===== config.mk =====
export PLATFORM = sky130hd
export DESIGN_NAME = serial_write_scheduler
export DESIGN_NICKNAME = d
export VERILOG_FILES = /design/src/rtl/serial_write_scheduler.sv
export SDC_FILE = /design/constraint.sdc
export NUM_CORES = 1
export LEC_CHECK = 0
export ABC_CLOCK_PERIOD_IN_PS = 1800
export CAP_MARGIN = 20
export CORE_ASPECT_RATIO = 0.8
export CORE_MARGIN = 2
export CORE_UTILIZATION = 42
export DETAILED_ROUTE_END_ITERATION = 7
export PLACE_DENSITY = 0.77
export SLEW_MARGIN = 15
export SYNTH_ARGS = -nofsm -noshare
export SYNTH_HDL_FRONTEND = slang
export SYNTH_SLANG_ARGS = --single-unit

===== constraint.sdc =====
create_clock -name sys_clk -period 1.8 [get_ports sys_clk]
set_input_delay 0.36 -clock sys_clk [delete_from_list [all_inputs] [get_ports sys_clk]]
set_output_delay 0.36 -clock sys_clk [all_outputs]
set_load 0.01 [all_outputs]

===== src/rtl/serial_write_scheduler.sv =====
// rtl/serial_write_scheduler.sv - round-robin scheduler sharing one serial write buffer between NUM_REQ requesters
// Optional inter-frame guard gap enabled by defining SERIAL_SCHED_GUARD_EN.
module serial_write_scheduler #(
  parameter int BUF_SIZE = 8,
  parameter int NUM_REQ  = 2,
  parameter int CLK_DIV  = 4
) (
  input  logic                        sys_clk,
  input  logic                        rst,
  input  logic [NUM_REQ-1:0]          req,
  input  logic [NUM_REQ*BUF_SIZE-1:0] req_data,
  output logic [NUM_REQ-1:0]          grant,
  output logic [NUM_REQ-1:0]          done,
  output logic                        buf_start,
  output logic                        buf_write_sig,
  output logic [BUF_SIZE-1:0]         buf_data,
  input  logic                        buf_busy,
  output logic                        sched_busy
);

  localparam int PTR_W = (NUM_REQ > 1) ? $clog2(NUM_REQ) : 1;
  localparam int DIV_W = $clog2(CLK_DIV);
  localparam logic [DIV_W-1:0] DIV_MAX  = DIV_W'(CLK_DIV - 1);
  localparam logic [PTR_W-1:0] LAST_REQ = PTR_W'(NUM_REQ - 1);

  typedef enum logic [2:0] {
    S_IDLE,
    S_LOAD,
    S_ACCEPT,
    S_RUN,
    S_FINISH
`ifdef SERIAL_SCHED_GUARD_EN
    , S_GUARD
`endif
  } state_t;

  state_t               state_q, state_d;
  logic [NUM_REQ-1:0]   grant_q, grant_d;
  logic [NUM_REQ-1:0]   done_q, done_d;
  logic                 start_q, start_d;
  logic                 wsig_q, wsig_d;
  logic [BUF_SIZE-1:0]  data_q, data_d;
  logic [PTR_W-1:0]     ptr_q, ptr_d;
  logic [PTR_W-1:0]     idx_q, idx_d;
  logic [DIV_W-1:0]     div_q, div_d;
  logic                 sched_busy_q, sched_busy_d;

  logic                 found;
  logic [PTR_W-1:0]     pick;
  logic [PTR_W-1:0]     cand;

  // Round-robin search: first requesting index starting at the pointer, wrapping around.
  always_comb begin
    found = 1'b0;
    pick  = '0;
    cand  = '0;
    for (int k = 0; k < NUM_REQ; k++) begin
      cand = PTR_W'((int'(ptr_q) + k) % NUM_REQ);
      if (!found && req[cand]) begin
        found = 1'b1;
        pick  = cand;
      end
    end
  end

  // Next-state and registered-output logic for the transfer sequence.
  always_comb begin
    state_d  = state_q;
    grant_d  = grant_q;
    done_d   = '0;
    start_d  = 1'b0;
    wsig_d   = 1'b0;
    data_d   = data_q;
    ptr_d    = ptr_q;
    idx_d    = idx_q;
    div_d    = div_q;
    case (state_q)
      S_IDLE: begin
        // A busy buffer is still resetting or draining; hold off granting.
        if (found && !buf_busy) begin
          grant_d = NUM_REQ'(1) << pick;
          idx_d   = pick;
          data_d  = req_data[pick*BUF_SIZE +: BUF_SIZE];
          start_d = 1'b1;
          state_d = S_LOAD;
        end
      end
      S_LOAD: begin
        state_d = S_ACCEPT;
      end
      S_ACCEPT: begin
        if (buf_busy) begin
          div_d   = '0;
          state_d = S_RUN;
        end
      end
      S_RUN: begin
        if (!buf_busy) begin
          done_d  = grant_q;
          state_d = S_FINISH;
        end else begin
          wsig_d = (div_q == DIV_MAX);
          div_d  = (div_q == DIV_MAX) ? '0 : div_q + 1'b1;
        end
      end
      S_FINISH: begin
        grant_d = '0;
        ptr_d   = (idx_q == LAST_REQ) ? '0 : idx_q + 1'b1;
`ifdef SERIAL_SCHED_GUARD_EN
        div_d   = '0;
        state_d = S_GUARD;
`else
        state_d = S_IDLE;
`endif
      end
`ifdef SERIAL_SCHED_GUARD_EN
      S_GUARD: begin
        // Quiet line for CLK_DIV cycles before the next frame may start.
        if (div_q == DIV_MAX) begin
          state_d = S_IDLE;
        end else begin
          div_d = div_q + 1'b1;
        end
      end
`endif
      default: begin
        state_d = S_IDLE;
      end
    endcase
    sched_busy_d = (state_d != S_IDLE);
  end

  // State and output registers with synchronous reset that aborts any transfer.
  always_ff @(posedge sys_clk) begin
    if (rst) begin
      state_q      <= S_IDLE;
      grant_q      <= '0;
      done_q       <= '0;
      start_q      <= 1'b0;
      wsig_q       <= 1'b0;
      data_q       <= '0;
      ptr_q        <= '0;
      idx_q        <= '0;
      div_q        <= '0;
      sched_busy_q <= 1'b0;
    end else begin
      state_q      <= state_d;
      grant_q      <= grant_d;
      done_q       <= done_d;
      start_q      <= start_d;
      wsig_q       <= wsig_d;
      data_q       <= data_d;
      ptr_q        <= ptr_d;
      idx_q        <= idx_d;
      div_q        <= div_d;
      sched_busy_q <= sched_busy_d;
    end
  end

  assign grant         = grant_q;
  assign done          = done_q;
  assign buf_start     = start_q;
  assign buf_write_sig = wsig_q;
  assign buf_data      = data_q;
  assign sched_busy    = sched_busy_q;

endmodule


After elaboration in Yosys (flattened, before gate mapping)
Cells that the tools add are included. W data, S select, Z words.

Bitwise logic cells: 3. $lt $le $gt $ge: 2. Reduce and logical (&&, ||, !) cells: 14. Add/subtract/negate cells: 3. Mux-type cells: 20. Shift-type cells: 2. Equal/unequal tests: 8.

Operator list (number): $shiftx A16 B5 Y8 (1); $pmux W3 S4 (1); $mux W1 (10); $mux W3 (3); $mux W2 (4); $pmux W2 S2 (2); $eq A3 B2 Y1 const B (2); $ne A2 B2 Y1 const B (3); $reduce_or A3 Y1 (2); $lt A1 B2 Y1 const B (2); $reduce_and A2 Y1 (2); $reduce_bool A2 Y1 (2); $eq A3 B1 Y1 const B (1); $eq A3 B3 Y1 const B (1); $logic_not A3 Y1 (1); $not A1 Y1 (3); $reduce_and A3 Y1 (1); $reduce_bool A3 Y1 (1); $add A1 B1 Y1 const B (2); $add A2 B1 Y2 const B (1); $eq A2 B2 Y1 const B (1); $logic_and A1 B1 Y1 (2); $logic_not A1 Y1 (2); $reduce_or A2 Y1 (1); $shl A1 B1 Y2 const A (1).

Input bits: 21. Register bits after elaboration: 22. Logic and storage cells: 62.

Longest topological paths before layout
Depth after elaboration: 10. Mapped depth: 4. Mapped depth without buffers: 4.

Least setup slack after synthesis
Ideal clock, no wire load.

Path type: flip-flop to flip-flop. From: reg state_q[0]. To: reg grant_q[0], in the netlist grant[0]. Data arrival time: 1.437 ns. Buffers on the path: 1. Stages on the path, launching flop included: 5. Slack: 0.247 ns. Data required time: 1.684 ns. Library setup time: 0.116 ns. Path through: dfxtp_1 buf_6 or4_4 or3_4 o211a_1.

Word-level cells in the longest chain between the ends: 3. Elaborated cells on any way between the ends: 6.

Ends and longest elaborated chain: from (decl) (line 37) `state_t state_q, state_d;`; from (signal assigned) (line 147) `state_q <= state_d;`; $eq A3 B3 Y1 / $logic_not A3 Y1 (equally long branches) (line 77) `case (state_q)`; $reduce_bool A2 Y1 (no line) / $ne A2 B2 Y1 (equally long branches); $reduce_and A2 Y1 (no line); to (signal assigned) (line 148) `grant_q <= grant_d;`; to (decl) (line 38) `logic [NUM_REQ-1:0] grant_q, grant_d;`.

Several ways; a longest one is shown, not always the timed one. A chain may end at the register's enable or synchronous reset.

Final worst setup path
From: reg state_q[1]. To: reg idx_q.

Word-level cells in the longest chain between the ends: 2.

Ends and longest elaborated chain: $logic_not A3 Y1 (line 77); $reduce_and A2 Y1 (no line); to (signal assigned) (line 154) `idx_q <= idx_d;`; to (decl) (line 44) `logic [PTR_W-1:0] idx_q, idx_d;`.

No other way between the ends.

==> flow_metrics.env <==
export IMPL_netlist_top_cells_count="sky130_fd_sc_hd__dfxtp_1 (22), sky130_fd_sc_hd__a21oi_1 (13), sky130_fd_sc_hd__nand3b_1 (10), sky130_fd_sc_hd__o21ai_0 (10), sky130_fd_sc_hd__a311oi_1 (9)"
export IMPL_post_synth_top_area_fraction_pct=47.0
export IMPL_worst_hold_path_cell_count=2
export IMPL_synth_enable_flop_cells=0
export IMPL_cts_root_buf="sky130_fd_sc_hd__clkbuf_4"
export IMPL_cp_slowest_cell="sky130_fd_sc_hd__or4_4"
export IMPL_synth_top_flop_cell="sky130_fd_sc_hd__dfxtp_1"
export IMPL_remaining_routing_drc_violations=0
export IMPL_vias_per_cell=5.63
export IMPL_powerDensity_nw_per_um2=822
export IMPL_rsz0062_at_grt="false"
export IMPL_final_min_period_ns=1.61
export IMPL_synth_fa_ha_area_share_pct=1.34
export IMPL_tritoncts="yes"
export IMPL_synthesis_area_um2=937
export IMPL_final_cell_count_no_fill=168
export IMPL_timing_worst_slew_pin_value_ns=0.359
export IMPL_finalSetupTns_ns=0
export IMPL_worst_setup_hold_path_clk_slew_ns=0.13
export IMPL_rr_worst_depth=3
export IMPL_finalPower_mw=1.16
export IMPL_ys_types=26
export IMPL_regToRegStartpoint="state_q[1]$_SDFF_PP0_"
export IMPL_worst_endpoint_required_ns=2.04
export IMPL_dp_hpwl_um=1780
export IMPL_timing_max_transition_violations_final=0
export IMPL_ctsResizeCount=0
export IMPL_effective_utilization_at_floorplan_pct=43.8
export IMPL_grt_overflow=0
export IMPL_cts_max_path_buffers=2
export IMPL_drtIter0Drc=34
export IMPL_floorplan_die_area_um2=2630
export IMPL_ys_ff_latch=22
export IMPL_max_cap_violations=0
export IMPL_drt_pass1_iter_count=4
export IMPL_cp_max_fo=7
export IMPL_finish_net_count=166
export IMPL_hold_viol=0
export IMPL_post_synth_mux_area_share_pct=1.07
export IMPL_cts_inserted_buffers=3
export IMPL_timing_hold_worst_start="div_q[1]$_SDFFE_PP0P_"
export IMPL_initial_antenna_violation_count=0
export IMPL_critical_path_source="state_q[1]$_SDFF_PP0_"
export IMPL_gp_congestion=0.720
export IMPL_maximum_number_of_pins_on_one_net_before_global_route_repair=19
export IMPL_critical_path_end_type="register"
export IMPL_setup_skew_after_layout_ns=0.00498
export IMPL_syn_avg_cell_area_um2=9.37
export IMPL_seq_area_frac_synth_pct=47.0
export IMPL_track_usage_pct=19.2
export IMPL_vdd_ir_drop_max_mv=0.728
export IMPL_timing_critical_path_from_type="register"
export IMPL_growth_of_design_area_from_synthesis_to_finish_pct=51.1
export IMPL_criticalPathCategory="reg -> reg"
export IMPL_cts_setup_buffers=0
export IMPL_fin_crit_sh_pct=89.4
export IMPL_postRouteAntennaNets=0
export IMPL_ys_warnings_count=0
export IMPL_finalSetupViolCount=0
export IMPL_combinational_family_with_the_most_area_after_synthesis="compound AO/OA/AOI/OAI gates"
export IMPL_buffer_ports_inserted=35
export IMPL_n_antenna_cell=0
export IMPL_share_of_post_route_cells_with_drive_strength_above_1_pct=14.7
export IMPL_synth_largest_area_cell="sky130_fd_sc_hd__dfxtp_1"
export IMPL_average_detailed_routed_wire_length_per_instance_um=14.3
export IMPL_cts_hold_buf=0
export IMPL_vias_in_the_first_global_route=836
export IMPL_dominant_cell_by_count_in_the_synthesized_netlist="sky130_fd_sc_hd__dfxtp_1"
export IMPL_synth_compound_gate_area_share_pct=23.4
export IMPL_chipHeight_um=46.3
export IMPL_ioPinCount=36
export IMPL_worstHoldPathType="reg -> reg"
export IMPL_drt_total_wl_um=2390
export IMPL_dpl_instance_area_um2=1360
export IMPL_core_area_um2=2140
export IMPL_critPathMaxStageDelay_ns=0.57
export IMPL_placement_rows=15
export IMPL_timing_fmax_ghz=0.622
export IMPL_tightest_hold_margin_ns=0.470
export IMPL_synth_simple_gate_area_share_pct=22.8
export IMPL_layout_cell_area_non_filler_um2=1420
export IMPL_clock_sinks=22
export IMPL_clock_tree_htree_level_count=1
export IMPL_share_of_flip_flops_with_an_asynchronous_set_or_reset_pct=0
export IMPL_synthesis_nets=122
export IMPL_clock_insertion_delay_worst_skew_ns=0.31
export IMPL_die_w_um=56.8
export IMPL_slew_hr_pct=76.0
export IMPL_overall_via_count_from_detail_route=946
export IMPL_timing_critical_path_cells="or4_4 -> or3_4 -> a21oi_1"
export IMPL_dpl_cell_count=164
export IMPL_synth_xor_area_share_pct=0
export IMPL_status="complete, no violations"
export IMPL_static_leakage_power_nw=0.518
export IMPL_postSynthCellCount=100
export IMPL_arrival_ns=1.85
export IMPL_grt_first_pass_wirelength_um=3790
export IMPL_netlist_top_cells_area="sky130_fd_sc_hd__dfxtp_1 (47%), sky130_fd_sc_hd__a311oi_1 (8.4%), sky130_fd_sc_hd__nand3b_1 (8.0%)"
## path summary, 6_finish.rpt
path                                end  slack (ns)
setup reg to reg     idx_q$_SDFFE_PP0P_        0.19
hold / removal    div_q[1]$_SDFFE_PP0P_        0.47
hold reg to reg   div_q[1]$_SDFFE_PP0P_        0.47
setup / recovery     idx_q$_SDFFE_PP0P_        0.19
## kinds of logic after synthesis
kind of cell    after synthesis
compound gates               35
fa+ha+maj                     1
buf+inv                       9
flops                        22
mux                           1
simple gates                 32
## registers in the layout, summed over array words and instances (netlist names)
| signal | cells |
|---|---|
| grant | 2 |
| buf_start | 1 |
| sched_busy | 1 |
| done | 2 |
| state_q | 3 |
| ptr_q | 1 |
| buf_write_sig | 1 |
| div_q | 2 |
| idx_q | 1 |
| buf_data | 8 |
## metrics by stage
step           setup slack, ns  util, %
2_1_floorplan            0.247        -
3_3_place_gp           -0.0807     63.7
3_5_place_dp           -0.0999     63.7
4_1_cts                  0.178     66.2
5_1_grt                  0.155     66.2
6_report                 0.191     66.2
## layout by cell type, fill, tap and decap left out, types with 2 or more instances in the layout
master	Yosys	final
sky130_fd_sc_hd__dfxtp_1	22	22
sky130_fd_sc_hd__and2_1	2	2
sky130_fd_sc_hd__or2_2	2	2
sky130_fd_sc_hd__a311oi_1	9	9
sky130_fd_sc_hd__clkbuf_4	0	3
sky130_fd_sc_hd__clkdlybuf4s50_1	0	35
sky130_fd_sc_hd__inv_1	3	3
sky130_fd_sc_hd__nand2_1	4	4
sky130_fd_sc_hd__a21oi_1	13	13
sky130_fd_sc_hd__nor2_1	6	6
sky130_fd_sc_hd__o21ai_0	10	10
sky130_fd_sc_hd__buf_4	0	10
sky130_fd_sc_hd__nand3b_1	10	10
## routing by layer
metal	vias to the layer above	track usage, %	part of all wire (%)
met1	462	24.8	45
li1	456	-	-
met5	-	0	0
met4	0	2.79	0.71
met2	26	32.8	49
met3	2	6.18	5.3
## worst max-delay path, delay by kind of cell, from the launching register on
family	cells	cell delay, ns
compound gates	1	0.17
simple gates	2	0.97
flops	1	0.40
## area by class of cell
class	instances	area [um^2]
fillers	191	723
multi-input cells	69	455
flip-flops and latches	22	440
repair buffers	45	425
well taps	25	31.3
clock inverters	1	30.0
clock buffers	3	22.5
inverters	3	11.3
## power breakdown
part	switching, mW	internal [mW]	leakage, nW
Combinational	0.102	0.141	0.310
Clock	0.158	0.225	0.0279
Sequential	0.0197	0.519	0.180
No activity file was read; power rests on OpenSTA's default activity.
